===== src/rtl/horner_evaluator_if.sv =====
// Operand/result handshake bundle between the expression-solver top level
// (master) and the Horner evaluator (slave).
interface horner_evaluator_if #(
    parameter int WIDTH = 16
);
    logic             start;
    logic [WIDTH-1:0] a;
    logic [WIDTH-1:0] b;
    logic [WIDTH-1:0] c;
    logic [WIDTH-1:0] x;
    logic [WIDTH-1:0] result;
    logic             done;
    logic             busy;
    logic             ovf;

    modport master (
        output start, a, b, c, x,
        input  result, done, busy, ovf
    );

    modport slave (
        input  start, a, b, c, x,
        output result, done, busy, ovf
    );
endinterface


===== src/rtl/horner_evaluator.sv =====
// Sequential evaluator of y = (a*x + b)*x + c on signed WIDTH-bit operands.
// One multiply or add per cycle through a single accumulator; every step
// wraps to WIDTH bits and sets a sticky overflow flag when it leaves range.
module horner_evaluator #(
    parameter int WIDTH = 16
) (
    input  logic               clk,
    input  logic               rst,
    horner_evaluator_if.slave  bus
);

    typedef enum logic [2:0] {
        S_IDLE = 3'd0,
        S_MUL1 = 3'd1,
        S_ADD1 = 3'd2,
        S_MUL2 = 3'd3,
        S_ADD2 = 3'd4,
        S_DONE = 3'd5
    } state_t;

    state_t             state_q;
    logic [WIDTH-1:0]   a_q, b_q, c_q, x_q;
    logic [WIDTH-1:0]   acc_q;
    logic               ovf_acc_q;
    logic [WIDTH-1:0]   result_q;
    logic               done_q;
    logic               busy_q;
    logic               ovf_q;

    // Shared datapath: one full-precision multiplier and one adder.
    logic [WIDTH-1:0]   mul_lhs, add_rhs;
    logic [2*WIDTH-1:0] mul_d;
    logic [WIDTH:0]     add_d;
    logic               mul_ovf, add_ovf;

    // Select operands for the current step and flag out-of-range results.
    always_comb begin
        mul_lhs = (state_q == S_MUL1) ? a_q : acc_q;
        add_rhs = (state_q == S_ADD1) ? b_q : c_q;
        // Sign-extending both factors to 2*WIDTH makes the unsigned product's
        // low 2*WIDTH bits equal the exact signed product.
        mul_d   = {{WIDTH{mul_lhs[WIDTH-1]}}, mul_lhs} * {{WIDTH{x_q[WIDTH-1]}}, x_q};
        add_d   = {acc_q[WIDTH-1], acc_q} + {add_rhs[WIDTH-1], add_rhs};
        // In range iff all bits above the truncated sign bit replicate it.
        mul_ovf = (mul_d[2*WIDTH-1:WIDTH-1] != {(WIDTH+1){mul_d[WIDTH-1]}});
        add_ovf = (add_d[WIDTH] != add_d[WIDTH-1]);
    end

    // Control FSM with registered handshake outputs and accumulator steps.
    always_ff @(posedge clk or posedge rst) begin
        if (rst) begin
            state_q   <= S_IDLE;
            a_q       <= '0;
            b_q       <= '0;
            c_q       <= '0;
            x_q       <= '0;
            acc_q     <= '0;
            ovf_acc_q <= 1'b0;
            result_q  <= '0;
            done_q    <= 1'b0;
            busy_q    <= 1'b0;
            ovf_q     <= 1'b0;
        end else begin
            case (state_q)
                S_IDLE: begin
                    if (bus.start) begin
                        a_q       <= bus.a;
                        b_q       <= bus.b;
                        c_q       <= bus.c;
                        x_q       <= bus.x;
                        ovf_acc_q <= 1'b0;
                        busy_q    <= 1'b1;
                        state_q   <= S_MUL1;
                    end
                end
                S_MUL1, S_MUL2: begin
                    acc_q     <= mul_d[WIDTH-1:0];
                    ovf_acc_q <= ovf_acc_q | mul_ovf;
                    state_q   <= (state_q == S_MUL1) ? S_ADD1 : S_ADD2;
                end
                S_ADD1: begin
                    acc_q     <= add_d[WIDTH-1:0];
                    ovf_acc_q <= ovf_acc_q | add_ovf;
                    state_q   <= S_MUL2;
                end
                S_ADD2: begin
                    result_q  <= add_d[WIDTH-1:0];
                    ovf_q     <= ovf_acc_q | add_ovf;
                    done_q    <= 1'b1;
                    busy_q    <= 1'b0;
                    state_q   <= S_DONE;
                end
                S_DONE: begin
                    // start is deliberately not looked at here.
                    done_q    <= 1'b0;
                    state_q   <= S_IDLE;
                end
                default: begin
                    done_q    <= 1'b0;
                    busy_q    <= 1'b0;
                    state_q   <= S_IDLE;
                end
            endcase
        end
    end

    assign bus.result = result_q;
    assign bus.done   = done_q;
    assign bus.busy   = busy_q;
    assign bus.ovf    = ovf_q;

endmodule

===== src/flat_wrapper.sv =====
// flat-port wrapper written by rule: the top's interface ports become plain ports
module horner_evaluator_flat 
#(
    parameter int WIDTH = 16
)
  (clk, rst, bus_start, bus_a, bus_b, bus_c, bus_x, bus_result, bus_done, bus_busy, bus_ovf);
  horner_evaluator_if #(.WIDTH(WIDTH)) bus_i ();
  input  logic clk;
  input  logic rst;
  input wire logic [$bits(bus_i.start)-1:0] bus_start;
  input wire logic [$bits(bus_i.a)-1:0] bus_a;
  input wire logic [$bits(bus_i.b)-1:0] bus_b;
  input wire logic [$bits(bus_i.c)-1:0] bus_c;
  input wire logic [$bits(bus_i.x)-1:0] bus_x;
  output wire logic [$bits(bus_i.result)-1:0] bus_result;
  output wire logic [$bits(bus_i.done)-1:0] bus_done;
  output wire logic [$bits(bus_i.busy)-1:0] bus_busy;
  output wire logic [$bits(bus_i.ovf)-1:0] bus_ovf;
  assign bus_i.start = bus_start;
  assign bus_i.a = bus_a;
  assign bus_i.b = bus_b;
  assign bus_i.c = bus_c;
  assign bus_i.x = bus_x;
  assign bus_result = bus_i.result;
  assign bus_done = bus_i.done;
  assign bus_busy = bus_i.busy;
  assign bus_ovf = bus_i.ovf;
  horner_evaluator #(.WIDTH(WIDTH)) u_core (.clk(clk), .rst(rst), .bus(bus_i));
endmodule

===== config.mk =====
export PLATFORM = sky130hd
export DESIGN_NAME = horner_evaluator_flat
export DESIGN_NICKNAME = d
export VERILOG_FILES = /design/src/rtl/horner_evaluator_if.sv /design/src/rtl/horner_evaluator.sv /design/src/flat_wrapper.sv
export SDC_FILE = /design/constraint.sdc
export NUM_CORES = 1
export LEC_CHECK = 0
export CAP_MARGIN = 30
export CORE_ASPECT_RATIO = 0.6
export CORE_UTILIZATION = 60
export CTS_BUF_LIST = sky130_fd_sc_hd__clkbuf_8
export CTS_CLUSTER_SIZE = 10
export DETAILED_ROUTE_END_ITERATION = 16
export HOLD_SLACK_MARGIN = 0.1
export PLACE_DENSITY = 0.87
export SYNTH_ARGS = -nofsm -noshare
export SYNTH_HDL_FRONTEND = slang
export SYNTH_SLANG_ARGS = --single-unit

===== constraint.sdc =====
create_clock -name clk -period 20.6 [get_ports clk]
set_input_delay 2.06 -clock clk [delete_from_list [all_inputs] [get_ports clk]]
set_output_delay 2.06 -clock clk [all_outputs]
set_load 0.01 [all_outputs]

Yosys cells after proc, flatten, opt, wreduce, memory -nomap -nowiden:

Index checks and enable logic that the tools add are counted.

* register bits after elaboration: 103
* logic and storage cells: 44

* $add $sub $neg: 1
* $mul: 1
* equality and inequality tests: 8
* mux-type cells: 11
* bitwise operators: 3
* reductions and logical operators: 9

Operator list (count)
* 16-bit by 16-bit multiplier with 32-bit output: 1
* 16-bit two-way mux: 2
* 16-bit case mux with 2 select lines: 1
* 16-bit by 16-bit adder with 17-bit output: 1
* 16-bit inequality test: 1
* 3-bit case mux with 4 select lines: 1
* 4-bit OR reduction: 2
* 3-bit by 2-bit == test with 1-bit output (second input constant): 2
* 3-bit == test (second input constant): 2
* 3-bit two-way mux: 2
* 2-bit AND reduction: 3
* 1-bit case mux with 2 select lines: 2
* 3-bit by 1-bit == test with 1-bit output (second input constant): 1
* 3-bit zero test: 1
* 1-bit case mux with 3 select lines: 1
* 3-bit nonzero test: 1
* 1-bit two-way mux: 2
* 2-bit inequality test (second input constant): 1
* 1-bit bitwise OR: 2
* 2-bit nonzero test: 1
* 2-bit OR reduction: 1
* 1-bit inequality test: 1
* 1-bit inverter: 1

Longest topological paths before layout:

* word-level depth: 6
* depth in mapped cells: 29
* mapped depth without buffers: 27

Worst setup path before layout:

OpenSTA, ideal clock, no wires.

* kind: reg-to-reg
* from: reg u_core.state_q[0]
* to: reg u_core.ovf_acc_q
* setup time: 0.130 ns
* arrival: 7.603 ns
* required time: 20.470 ns
* slack: 12.867 ns
* stages on the path, launching flop included: 28
* path through: dfrtp_1 inv_1 nor3_1 buf_2 mux2_2 clkbuf_1 nand2_1 inv_1 fa_1 fa_1 inv_1 fa_1 fa_1 fa_1 fa_1 inv_1 ha_1 buf_2 a21o_1 a211oi_2 nor2_1 xor2_1 nor4_1 o211ai_1 nor4_2 o2111ai_1 nor4_1 a31oi_1

* longest elaborated chain between the ends: 6
* elaborated cells on any way between the ends: 17
* classes of those cells: add/sub (1); mul (1); eq/ne (6); mux (3); bitwise (2); reduce/logical (4)

RTL lines
* start: declaration: line horner_evaluator.sv:21 `state_t state_q;`
* start signal: assignment: line horner_evaluator.sv:79 `state_q <= (state_q == S_MUL1) ? S_ADD1 : S_ADD2;`
* 3-bit by 1-bit == test with 1-bit output or 3-bit by 2-bit == test with 1-bit output (tied branches): line horner_evaluator.sv:38, horner_evaluator.sv:64, horner_evaluator.sv:39
* 16-bit two-way mux, on equally long branches: line horner_evaluator.sv:38, horner_evaluator.sv:39
* 16-bit by 16-bit multiplier with 32-bit output or 16-bit by 16-bit adder with 17-bit output (tied branches): line horner_evaluator.sv:42, horner_evaluator.sv:43
* 16-bit inequality test or 1-bit inequality test (tied branches): line horner_evaluator.sv:45, horner_evaluator.sv:46
* 1-bit bitwise OR, on equally long branches: line horner_evaluator.sv:78, horner_evaluator.sv:83
* 1-bit case mux with 3 select lines: line horner_evaluator.sv:64 `case (state_q)`
* end signal: assignment: line horner_evaluator.sv:78 `ovf_acc_q <= ovf_acc_q | mul_ovf;`
* end signal: assignment: line horner_evaluator.sv:83 `ovf_acc_q <= ovf_acc_q | add_ovf;`
* end: declaration: line horner_evaluator.sv:24 `logic ovf_acc_q;`

Parallel ways exist; a longest one is shown, timed or not.
A chain may end at the register's enable or synchronous reset.

Final worst setup path:

Ends and elaborated chain as after synthesis.

==> results.md <==
Critical path:
- The category of the most critical setup path is reg -> reg.
- The critical path's slowest cell is sky130_fd_sc_hd__fa_1.
- In this run the critical register-to-register path is captured at u_core.ovf_acc_q.
- For the worst setup path, the data required time is roughly 21 ns.
- The worst register-to-register path has a depth of 24.
- The critical register-to-register path startpoint is u_core.state_q[0].
- Walking the worst path, the cells encountered are inv_1, nor3_2, buf_4, mux2_2, and2_1, fa_1, fa_1, inv_1, fa_1, fa_1, fa_1, fa_1, inv_1, ha_1, and4_1, or3_1, o221ai_1, nor2_1, a211oi_2, a21oi_1, o2111ai_1, o211ai_2, nor4_1, a31oi_1.
- The worst setup path is launched from a register.
- The largest driver fanout on the critical path is 16.
- In this design, the critical path's most frequently occurring cell is sky130_fd_sc_hd__fa_1.
- The arrival time at the worst endpoint is around 8.9 ns.
- The internal reg-to-reg setup slack is around 12 ns.
- The capturing element type of the critical path is a register.
- In this design, the stage delay of the slowest critical-path cell is 0.72 ns.

Layout:
- From synthesis to final layout, the design area changed by 8.35%.
- For this run, the share of the core covered by cells in the final layout is 67.5%.
- In the layout the commonest cells are sky130_fd_sc_hd__inv_1, sky130_fd_sc_hd__fa_1, sky130_fd_sc_hd__nand2_1, sky130_fd_sc_hd__and2_1, sky130_fd_sc_hd__dfrtp_1.
- The number of standard cells in the final layout excluding fillers is around 1,900.
- The count of nets after finishing is 2,049.
- The fraction of final layout cells sized beyond drive strength 1 is between 9 and 10%.
- The number of antenna diodes in the final layout is 0.
- The library cell used most frequently in the layout, excluding fill and tap cells, is sky130_fd_sc_hd__inv_1.

Route:
- The via total after detailed routing is between 10,000 and 15,000.
- The post-route DRC violation count is 0.
- The detailed-routing iteration count for the pre-antenna-repair pass is 6.
- The detailed-route vias per instance is 5.93.
- For this block, the initial DRC count from the detailed router was ~1,100.
- The count of nets left with antenna violations after detail routing is 0.
- The per-cell routed wire length is around 20 um.
- The routed design has 38,900 um of wire.

STA:
- Setup repair after global routing left no endpoint under its margin.
- The clock skew is 0.0185 ns.
- The max-slew headroom at the worst pin is 43.5%.
- For the final routed database, the setup TNS stands at 0 ns.
- Based on the critical path, the design can be clocked at up to 0.117 GHz.
- The number of hold violations in the final report is 0.
- The number of slew-limit violations in the final report is 0.
- The routed design could run at a clock period as short as ~8.6 ns.
- Dividing the final minimum period by the clock period gives between 40% and 50%.
- The setup slack of the critical path after layout is between 10 and 15 ns.
- Setup violations remaining at the end of the flow were counted as 0.
- The transition time at the pin with the least slew margin is ~0.85 ns.

Floorplanning:
- The floorplan has 44 rows.
- The floorplan step defined a die boundary enclosing ~0.026 sq mm.
- The core region is 0.0247 sq mm.
- In this run the vertical extent of the chip is between 100 and 150 um.
- The initial core utilization is between 60% and 70%.
- During I/O placement, the number of pins put on the boundary was between 80 and 90.
- From left edge to right edge, the die measures between 200 and 250 um.

Yosys:
- The total standard cell area after synthesis is roughly 0.015 sq mm.
- The post-synthesis sequential area ratio is between 15 and 20%.
- The number of nets handed over by synthesis was around 2,000.
- Of all cell types, the one taking the most synthesized area is sky130_fd_sc_hd__fa_1.
- Synthesis inferred 103 register bits.
- The share of synthesized area in the top cell type comes to about 34%.
- Yosys attributes the largest share of cell area to sky130_fd_sc_hd__fa_1, sky130_fd_sc_hd__dfrtp_1, sky130_fd_sc_hd__ha_1.
- In this run, distinct cell masters in the synthesized netlist total between 70 and 80.
- Yosys printed 0 warnings.
- The fraction of registers with async set or reset after synthesis is 100%.
- The most frequently used flop master after synthesis is sky130_fd_sc_hd__dfrtp_1.
- In this run the mean area of a mapped cell was slightly below 10 sq um.
- The count of mapped cells out of synthesis is 1,578.
- Counting flops with a built-in enable in the synthesized netlist gives 0.

GRT:
- The initial antenna violation count is 0.
- The via count of the first global-routing pass is roughly 12,000.
- After global routing the overflow that remains totals 0.
- Entering global routing, the biggest net connects 76 pins.
- The first global-routing pass estimated ~65,000 um of wire.
- Global routing used roughly a third of the available tracks across all layers.

Clock tree:
- CTS saw around 100 sinks.
- TritonCTS built the clock tree.
- Counting along the longest clock path gives a buffer depth of 2.
- The root buffer cell chosen for the clock tree is sky130_fd_sc_hd__clkbuf_8.
- Once the clock tree was built, the resizer swapped 0 gates to a different size.
- The H-tree depth is 3.
- The clock transition time at the flip-flop clock pins of the worst setup and hold paths is 0.12 ns.
- The TritonCTS buffer count is 9.
- The later pin in the worst-skew pair is clocked with a latency of a little over 0.4 ns.
- Buffers inserted to repair hold after CTS numbered 0.
- The buffer count from post-CTS setup fixing is 0.

Placed design:
- The post-placement cell count is 1,931.
- The wire-length estimate of the detail-placed layout is about 32,000 um.
- Before CTS, the worst setup slack after placement is roughly 12 ns.
- The congestion estimate from routability-driven global placement came to about 1.
- Port buffering added 85 buffers.

Hold path:
- The endpoint of the worst hold-timing path is u_core.bus.result[3].
- The worst min-delay path class is reg -> reg.
- The startpoint identified for the worst hold timing path is u_core.bus.result[3].
- Counting instances, the worst hold path has a depth of 2.

Run:
- The number of max-cap violations is 0.

Outcome:
- The flow ran to the end, and the final reports show no timing, DRC or antenna violations.
-- kinds of logic after synthesis --
kind of cell	count (synthesis)	synth area share (%)
fa+ha+maj	361	42.2
compound gates	182	8.34
simple gates	451	14.1
buf+inv	334	8.35
flops	103	16.8
mux	97	7.07
xor+xnor	50	3.16
-- Yosys cell counts (all sizes together) (6+ instances only) --
cell type  count
inv          272
fa           263
nand2        227
and2         105
dfrtp        103
ha            98
mux2          93
clkbuf        53
a21oi         49
nor2          42
xnor2         35
o21ai         30
a21o          18
or2           17
nor3          14
xor2          14
o211ai        12
nand3         11
a211oi        10
buf            9
a211o          7
o21a           7
o21bai         7
a221oi         6
o2111ai        6
-- flip-flops by register name (all words and copies together), names as in the netlist --
name / flops
u_core.c_q: 16
u_core.acc_q: 16
u_core.ovf_acc_q: 1
u_core.bus.busy: 1
u_core.bus.ovf: 1
u_core.x_q: 16
u_core.bus.done: 1
u_core.a_q: 16
u_core.b_q: 16
u_core.bus.result: 16
u_core.state_q: 3
-- metal layers --
layer / share of wire (%) / GRT usage [%]
met1: 43 / 47.5
met2: 44 / 47.5
met3: 11 / 7.61
met4: 1.5 / 6.83
met5: 0 / 0
-- worst max path at each step --
| stage | from | endpoint |
|---|---|---|
| floorplan | u_core.state_q[0] | u_core.ovf_acc_q |
| global placement | u_core.state_q[0] | u_core.ovf_acc_q |
| detailed placement | u_core.state_q[0] | u_core.ovf_acc_q |
| CTS | u_core.state_q[0] | u_core.ovf_acc_q |
| global route | u_core.state_q[0] | u_core.ovf_acc_q |
| finish | u_core.state_q[0] | u_core.ovf_acc_q |
-- cell type report --
class	count	area [sq um]
clock buffers	9	124
clock inverters	7	56.3
fillers	1852	8010
inverters	272	1020
multi-input cells	1141	11500
flip-flops and latches	103	2580
well taps	322	403
repair buffers	94	946
-- metrics by stage --
step / hold slack [ns] / cell area [sq um]
2_1_floorplan: 0.474 / 15400
3_3_place_gp: 0.471 / 16400
3_5_place_dp: 0.480 / 16400
4_1_cts: 0.503 / 16600
5_1_grt: 0.532 / 16700
6_report: 0.499 / 16700
-- critical path: cells and delay by family, from the launching register on --
kind	cells	cell delay [ns]
compound gates	6	1.21
flops	1	0.67
fa+ha+maj	7	3.65
simple gates	6	1.49
mux	1	0.52
buf+inv	4	0.91
Power is left out: the tool's default activity adds up to more than one toggle a clock period on the data nets, which glitch-free logic cannot reach.
